File: src/rtl/sha256_msg_sequencer_if.sv
// Bus bundle for sha256_msg_sequencer.
//   s_*          : 32-bit big-endian message word stream in (valid/ready, last, byte count)
//   core_*       : 512-bit block out to the SHA-256 round core (next/init pulse, ready),
//                  256-bit chaining value back from the core (digest_we strobe)
//   digest*      : final 256-bit digest out (valid/ready)
// Modport slave is the sequencer; modport master is the message source / core / sink side.
interface sha256_msg_sequencer_if;
  logic [31:0]  s_data;
  logic         s_valid;
  logic         s_last;
  logic [2:0]   s_bytes;
  logic         s_ready;
  logic [511:0] core_block;
  logic         core_init;
  logic         core_next;
  logic         core_ready;
  logic         core_digest_we;
  logic [255:0] core_digest;
  logic [255:0] digest;
  logic         digest_valid;
  logic         digest_ready;

  modport slave (
    input  s_data, s_valid, s_last, s_bytes,
    output s_ready,
    output core_block, core_init, core_next,
    input  core_ready, core_digest_we, core_digest,
    output digest, digest_valid,
    input  digest_ready
  );

  modport master (
    output s_data, s_valid, s_last, s_bytes,
    input  s_ready,
    input  core_block, core_init, core_next,
    output core_ready, core_digest_we, core_digest,
    input  digest, digest_valid,
    output digest_ready
  );
endinterface

File: src/rtl/sha256_msg_sequencer.sv
// SHA-256 front-end: packs a 32-bit word stream into 512-bit blocks, applies message padding
// (0x80, zeros, 64-bit bit length), feeds blocks to the round core and returns the digest.
// Ports:
//   clk, rst : clock, synchronous active-high reset
//   bus      : sha256_msg_sequencer_if.slave (word stream in, core handshake, digest out)
module sha256_msg_sequencer #(
  parameter int unsigned LEN_W = 32
) (
  input logic                   clk,
  input logic                   rst,
  sha256_msg_sequencer_if.slave bus
);

  typedef enum logic [2:0] {StFill, StPad, StIssue, StWait, StOut} state_e;

  state_e             state_q, state_d;
  logic [511:0]       blk_q, blk_d;
  logic [3:0]         wcnt_q, wcnt_d;
  logic [LEN_W-1:0]   byte_cnt_q, byte_cnt_d;
  logic               first_q, first_d;
  logic               need_extra_q, need_extra_d;
  logic               pad80_q, pad80_d;
  logic               ended_q, ended_d;
  logic [3:0]         last_w_q, last_w_d;
  logic [2:0]         last_k_q, last_k_d;
  logic [255:0]       digest_q, digest_d;

  logic [2:0]         k_in;
  logic [6:0]         pad_pos;
  logic [63:0]        bit_len;

  // Out-of-range byte counts are treated as a full word so the pad position stays in range.
  assign k_in    = (bus.s_bytes > 3'd4) ? 3'd4 : bus.s_bytes;
  assign pad_pos = {1'b0, last_w_q, 2'b00} + {4'b0000, last_k_q};
  assign bit_len = 64'({byte_cnt_q, 3'b000});

  assign bus.core_block   = blk_q;
  assign bus.digest       = digest_q;
  assign bus.digest_valid = (state_q == StOut) && !rst;

  always_comb begin
    state_d      = state_q;
    blk_d        = blk_q;
    wcnt_d       = wcnt_q;
    byte_cnt_d   = byte_cnt_q;
    first_d      = first_q;
    need_extra_d = need_extra_q;
    pad80_d      = pad80_q;
    ended_d      = ended_q;
    last_w_d     = last_w_q;
    last_k_d     = last_k_q;
    digest_d     = digest_q;
    bus.s_ready   = 1'b0;
    bus.core_next = 1'b0;
    bus.core_init = 1'b0;

    unique case (state_q)
      StFill: begin
        bus.s_ready = 1'b1;
        if (bus.s_valid) begin
          // Word w occupies bits [511-32w -: 32]; {~w, 5'h1f} is that top bit index.
          blk_d[{~wcnt_q, 5'h1f} -: 32] = bus.s_data;
          byte_cnt_d = byte_cnt_q + LEN_W'(bus.s_last ? k_in : 3'd4);
          wcnt_d     = wcnt_q + 4'd1;
          if (bus.s_last) begin
            last_w_d = wcnt_q;
            last_k_d = k_in;
            ended_d  = 1'b1;
            state_d  = StPad;
          end else if (wcnt_q == 4'd15) begin
            state_d = StIssue;
          end
        end
      end
      StPad: begin
        // Byte pad_pos gets the 0x80 marker, everything after it is cleared (this also
        // scrubs unused bytes of the last word).
        for (int i = 0; i < 64; i++) begin
          if (i == int'(pad_pos)) begin
            blk_d[511-8*i -: 8] = 8'h80;
          end else if (i > int'(pad_pos)) begin
            blk_d[511-8*i -: 8] = 8'h00;
          end
        end
        if (pad_pos <= 7'd55) begin
          blk_d[63:0]  = bit_len;
          need_extra_d = 1'b0;
          pad80_d      = 1'b0;
        end else begin
          // No room for the length; a full last block also has no room for the marker.
          need_extra_d = 1'b1;
          pad80_d      = (pad_pos == 7'd64);
        end
        state_d = StIssue;
      end
      StIssue: begin
        if (bus.core_ready) begin
          bus.core_next = 1'b1;
          bus.core_init = first_q;
          first_d       = 1'b0;
          state_d       = StWait;
        end
      end
      StWait: begin
        if (bus.core_digest_we) begin
          if (!ended_q) begin
            blk_d   = '0;
            wcnt_d  = '0;
            state_d = StFill;
          end else if (need_extra_q) begin
            blk_d          = '0;
            blk_d[511:504] = pad80_q ? 8'h80 : 8'h00;
            blk_d[63:0]    = bit_len;
            need_extra_d   = 1'b0;
            pad80_d        = 1'b0;
            state_d        = StIssue;
          end else begin
            digest_d = bus.core_digest;
            state_d  = StOut;
          end
        end
      end
      StOut: begin
        if (bus.digest_ready) begin
          blk_d      = '0;
          wcnt_d     = '0;
          byte_cnt_d = '0;
          first_d    = 1'b1;
          ended_d    = 1'b0;
          state_d    = StFill;
        end
      end
      default: state_d = StFill;
    endcase

    if (rst) begin
      bus.s_ready   = 1'b0;
      bus.core_next = 1'b0;
      bus.core_init = 1'b0;
    end
  end

  always_ff @(posedge clk) begin
    if (rst) begin
      state_q      <= StFill;
      blk_q        <= '0;
      wcnt_q       <= '0;
      byte_cnt_q   <= '0;
      first_q      <= 1'b1;
      need_extra_q <= 1'b0;
      pad80_q      <= 1'b0;
      ended_q      <= 1'b0;
      last_w_q     <= '0;
      last_k_q     <= '0;
      digest_q     <= '0;
    end else begin
      state_q      <= state_d;
      blk_q        <= blk_d;
      wcnt_q       <= wcnt_d;
      byte_cnt_q   <= byte_cnt_d;
      first_q      <= first_d;
      need_extra_q <= need_extra_d;
      pad80_q      <= pad80_d;
      ended_q      <= ended_d;
      last_w_q     <= last_w_d;
      last_k_q     <= last_k_d;
      digest_q     <= digest_d;
    end
  end

endmodule
File: src/flat_wrapper.sv
// flat-port wrapper written by rule: the top's interface ports become plain ports
module sha256_msg_sequencer_flat 
#(
  parameter int unsigned LEN_W = 32
)
  (clk, rst, bus_s_data, bus_s_valid, bus_s_last, bus_s_bytes, bus_s_ready, bus_core_block, bus_core_init, bus_core_next, bus_core_ready, bus_core_digest_we, bus_core_digest, bus_digest, bus_digest_valid, bus_digest_ready);
  sha256_msg_sequencer_if bus_i ();
  input logic clk;
  input logic rst;
  input wire logic [$bits(bus_i.s_data)-1:0] bus_s_data;
  input wire logic [$bits(bus_i.s_valid)-1:0] bus_s_valid;
  input wire logic [$bits(bus_i.s_last)-1:0] bus_s_last;
  input wire logic [$bits(bus_i.s_bytes)-1:0] bus_s_bytes;
  output wire logic [$bits(bus_i.s_ready)-1:0] bus_s_ready;
  output wire logic [$bits(bus_i.core_block)-1:0] bus_core_block;
  output wire logic [$bits(bus_i.core_init)-1:0] bus_core_init;
  output wire logic [$bits(bus_i.core_next)-1:0] bus_core_next;
  input wire logic [$bits(bus_i.core_ready)-1:0] bus_core_ready;
  input wire logic [$bits(bus_i.core_digest_we)-1:0] bus_core_digest_we;
  input wire logic [$bits(bus_i.core_digest)-1:0] bus_core_digest;
  output wire logic [$bits(bus_i.digest)-1:0] bus_digest;
  output wire logic [$bits(bus_i.digest_valid)-1:0] bus_digest_valid;
  input wire logic [$bits(bus_i.digest_ready)-1:0] bus_digest_ready;
  assign bus_i.s_data = bus_s_data;
  assign bus_i.s_valid = bus_s_valid;
  assign bus_i.s_last = bus_s_last;
  assign bus_i.s_bytes = bus_s_bytes;
  assign bus_s_ready = bus_i.s_ready;
  assign bus_core_block = bus_i.core_block;
  assign bus_core_init = bus_i.core_init;
  assign bus_core_next = bus_i.core_next;
  assign bus_i.core_ready = bus_core_ready;
  assign bus_i.core_digest_we = bus_core_digest_we;
  assign bus_i.core_digest = bus_core_digest;
  assign bus_digest = bus_i.digest;
  assign bus_digest_valid = bus_i.digest_valid;
  assign bus_i.digest_ready = bus_digest_ready;
  sha256_msg_sequencer #(.LEN_W(LEN_W)) u_core (.clk(clk), .rst(rst), .bus(bus_i));
endmodule
File: config.mk
export PLATFORM = sky130hd
export DESIGN_NAME = sha256_msg_sequencer_flat
export DESIGN_NICKNAME = d
export VERILOG_FILES = /design/src/rtl/sha256_msg_sequencer_if.sv /design/src/rtl/sha256_msg_sequencer.sv /design/src/flat_wrapper.sv
export SDC_FILE = /design/constraint.sdc
export NUM_CORES = 2
export LEC_CHECK = 0
export BUFFER_PORTS_ARGS = -buffer_cell sky130_fd_sc_hd__clkbuf_2
export CAP_MARGIN = 20
export CORE_AREA = 3 3 418 420
export CTS_BUF_LIST = sky130_fd_sc_hd__clkbuf_8 sky130_fd_sc_hd__clkbuf_16
export CTS_CLUSTER_DIAMETER = 30
export DETAILED_ROUTE_END_ITERATION = 6
export DIE_AREA = 0 0 421 423
export GPL_TIMING_DRIVEN = 0
export MAX_ROUTING_LAYER = met4
export SETUP_SLACK_MARGIN = 0.15
export SLEW_MARGIN = 20
export SYNTH_ARGS = -nofsm -noshare
export SYNTH_HDL_FRONTEND = slang
export SYNTH_SLANG_ARGS = --single-unit
File: constraint.sdc
create_clock -name clk -period 4.79 [get_ports clk]
set_input_delay 0.958 -clock clk [delete_from_list [all_inputs] [get_ports clk]]
set_output_delay 0.958 -clock clk [all_outputs]
set_load 0.1 [all_outputs]
==> impl_results.md <==
- Status: complete, no violations
- Starting Density: between 10% and 20%
- R2r setup slk: between 200 and 250 ps
- Drt pass-1 iters: 6
- Global placer's final weighted congestion: about 1.1
- Clock H-tree levels: 4
- Sequential share of power: around 25%
- Worst Skew: around 85 ps
- HPWL after detailed placement: 188,000 µm
- Post-layout power: between 0.03 and 0.04 W
- CP arrival: between 3000 and 4000 ps
- Syn nets: a little under 4,000
- Detailed router's first-iteration violation count: slightly above 3,000
- Placed cells: between 7,000 and 8,000
- Max VDD drop: ~0.38 mV
- CTS clk-pin slew, worst paths: approximately 50 ps
- Yosys synthesis warning count: 0
- Worst-path maximum fanout: 10
- Die height: 423 µm
- Logic pwr share: a little over a quarter
- Post-synth EDFFs: 0
- Critical Path Max Stage Delay: ~680 ps
- Dpl cell area: 0.0405 mm²
- Top FF cell, synth: dfxtp_1
- Final net count: 5,221
- Core Region: 0.171 mm²
- Critical path class: input pin to output port
- Worst-Margin Slew: ~1300 ps
- Via-per-instance ratio: 4.85
- Pre-CTS setup slack: -790 ps
- Syn Area/Cell: slightly below 9 µm²
- Post-synth ARST share: 0%
- Total detailed-routing wirelength: 231,000 µm
- Port bufs: ~1,100
- Worst setup EP type: output port
- Final setup viols: 0
- Commonest non-fill, non-tap cell in the layout: clkbuf_2
- Grt ovf: 0
- CP dominant cell by count: clkbuf_2
- Syn Std Cell Area: between 0.03 and 0.04 mm²
- Cell area power density: 630 mW/mm²
- Finished Cell Area: between 0.04 and 0.05 mm²
- Global-route wire length before repair: 304,000 µm
- Crit-path cells: clkbuf_2 > clkbuf_1 > clkbuf_1 > clkbuf_2 > nor4_2 > clkbuf_2
- Fmax: 218 MHz
- CTS root buf: clkbuf_16
- Leakage: roughly 20 nW
- Finished Layout Cells: around 7,400
- Die Width: between 400 and 500 µm
- Largest net degree at the start of global routing: 20
- Vias in the first global route: around 35,000
- DR WL/cell: 31.2 µm
- Min Clock Period, post-route: about 4600 ps
- CTS Sinks: about 800
- Worst skew pair latency: around 890 ps
- GRT Total Usage: 25.6%
- Sequential area share after synthesis: between 50 and 60%
- Pins Over Slew Limit: 0
- Req. time, crit path: between 3000 and 4000 ps
- Share of cells above drive strength 1: 31.8%
- Critical Path Slowest Stage Cell: clkbuf_1
- Initial antenna violation count: 18
- CTS tree: done
- Die ar.: 0.178 mm²
- Total vias in the final route: between 30,000 and 40,000
- Num rows: about 150
- Net Sw Frac: about 39%
- Hold Path Class: input pin to flop
- CTS buffer count: ~210
- DRC Markers: 0
- Max-slew headroom: approximately an eighth
- Seq cells post-synth: a little over 800
- Max-cap violations: 0
- Synth cell types: 96
- Tcrit/Tclk final: a little over nine tenths
- Utilization of the core after routing: between 20% and 30%
- Clock power share: between 40% and 50%
- Fill cells: 18,400
- Leading cell types in the layout, fill and taps excluded: 1,078 x clkbuf_2, 818 x dfxtp_1, 675 x nand2_1
- Fin worst setup slack: 209 ps
- Final ANT Viol Nets: 0
- RSZ-0062 raised after global routing: no
- Ports: around 1,100
- Final Hold Fails: 0
- Clock tree buffer depth: 3
- Hold Buf Count CTS: 0
- P_int: between 0.015 and 0.02 W
- Psw: roughly 0.012 W
- Layout area overhead: 50.8%
- Syn Inst Count: around 3,600
- Worst setup SP type: input pin
[layout make-up]
cell class / instances / area, µm² / area share [%]
Antenna cell: 18 / 45.0 / 0.0934
Buffer: 299 / 1270 / 2.63
Clock buffer: 248 / 5770 / 12.0
Clock inverter: 142 / 1870 / 3.88
Inverter: 28 / 105 / 0.218
Multi-Input combinational cell: 2480 / 14400 / 29.8
Sequential cell: 818 / 16400 / 33.9
Tap cell: 2310 / 2890 / 5.99
Timing Repair Buffer: 1074 / 5530 / 11.5
[layer usage]
metal | wire length (µm) | vias up | track usage (%)
li1 | - | 15800 | -
met1 | 83000 | 17700 | 26.1
met2 | 113000 | 1981 | 42.9
met3 | 14200 | 583 | 5.44
met4 | 21000 | 0 | 20.0
met5 | 0 | - | -
[stage by stage]
stage | TNS [ps] | hold WS [ps]
2_1_floorplan | -596 | 434
3_3_place_gp | -19380 | 441
3_5_place_dp | -1500 | 445
4_1_cts | 0 | 220
5_1_grt | 0 | 268
6_report | 0 | 301
[logic make-up (layout without fill, tap and decap cells)]
logic type | count (synthesis) | count (layout) | share of synthesized area, %
simple gates | 1294 | 1294 | 17.8
compound gates | 1137 | 1137 | 25.2
flops | 818 | 818 | 51.2
buf+inv | 328 | 1791 | 4.19
xor+xnor | 24 | 24 | 0.704
fa+ha+maj | 13 | 13 | 0.532
mux | 12 | 12 | 0.379
other cells | 0 | 18 | 0
[power groups by stage]
stage          clock (W)  combinational [W]  sequential (W)
3_3_place_gp           0            0.00775         0.00760
6_report          0.0149            0.00796         0.00750
4_1_cts           0.0151            0.00787         0.00749
5_1_grt           0.0155            0.00812         0.00753
3_5_place_dp           0            0.00784         0.00761
2_1_floorplan          0            0.00238          0.0101
[critical path, delay by kind of cell]
| kind | cells | cell delay (ps) |
|---|---|---|
| and+or+nand+nor | 1 | 60 |
| buffers and inverters | 5 | 2580 |
[synth_stat cells, types with 12 or more instances]
| master | instances | area, µm² |
|---|---|---|
| dfxtp_1 | 818 | 16400 |
| nand2_1 | 675 | 2530 |
| a21oi_1 | 405 | 2030 |
| nor2_1 | 313 | 1170 |
| clkbuf_1 | 227 | 852 |
| a22o_1 | 118 | 1030 |
| a211oi_1 | 107 | 803 |
| o21ai_0 | 90 | 450 |
| a22oi_1 | 79 | 593 |
| a32o_1 | 77 | 771 |
| nand3_1 | 59 | 295 |
| a32oi_1 | 56 | 490 |
| buf_2 | 46 | 230 |
| nor3_1 | 45 | 225 |
| and3_1 | 27 | 169 |
| a221oi_1 | 26 | 228 |
| inv_1 | 26 | 97.6 |
| nor2b_1 | 23 | 144 |
| and2_1 | 22 | 138 |
| nand4_1 | 21 | 131 |
| nor4_1 | 18 | 113 |
| buf_1 | 15 | 56.3 |
| or3_1 | 15 | 93.8 |
| a311oi_1 | 14 | 123 |
| a31oi_1 | 14 | 87.6 |
| o22ai_1 | 14 | 87.6 |
| xnor2_1 | 14 | 123 |
| a21oi_2 | 13 | 114 |
| ha_1 | 12 | 150 |
| o211ai_1 | 12 | 90.1 |
[timing repair]
| action | 4_1_cts | 5_1_grt |
|---|---|---|
| gates resized for setup | 6 | 0 |
| endpoints found under the hold margin | 0 | 0 |
| buffers inserted | 0 | 0 |
| endpoints found under the setup margin | 4 | 0 |
[worst paths after layout]
kind                          start                     end  cells after the start
min            bus_core_digest[228]  u_core.bus.digest[228]                      3
min reg2reg  u_core.bus.digest[179]  u_core.bus.digest[179]                      2
max reg2reg        u_core.wcnt_q[1]                    flop                     10
max                             rst             bus_s_ready                      6
(Power assumes the default switching activity.)
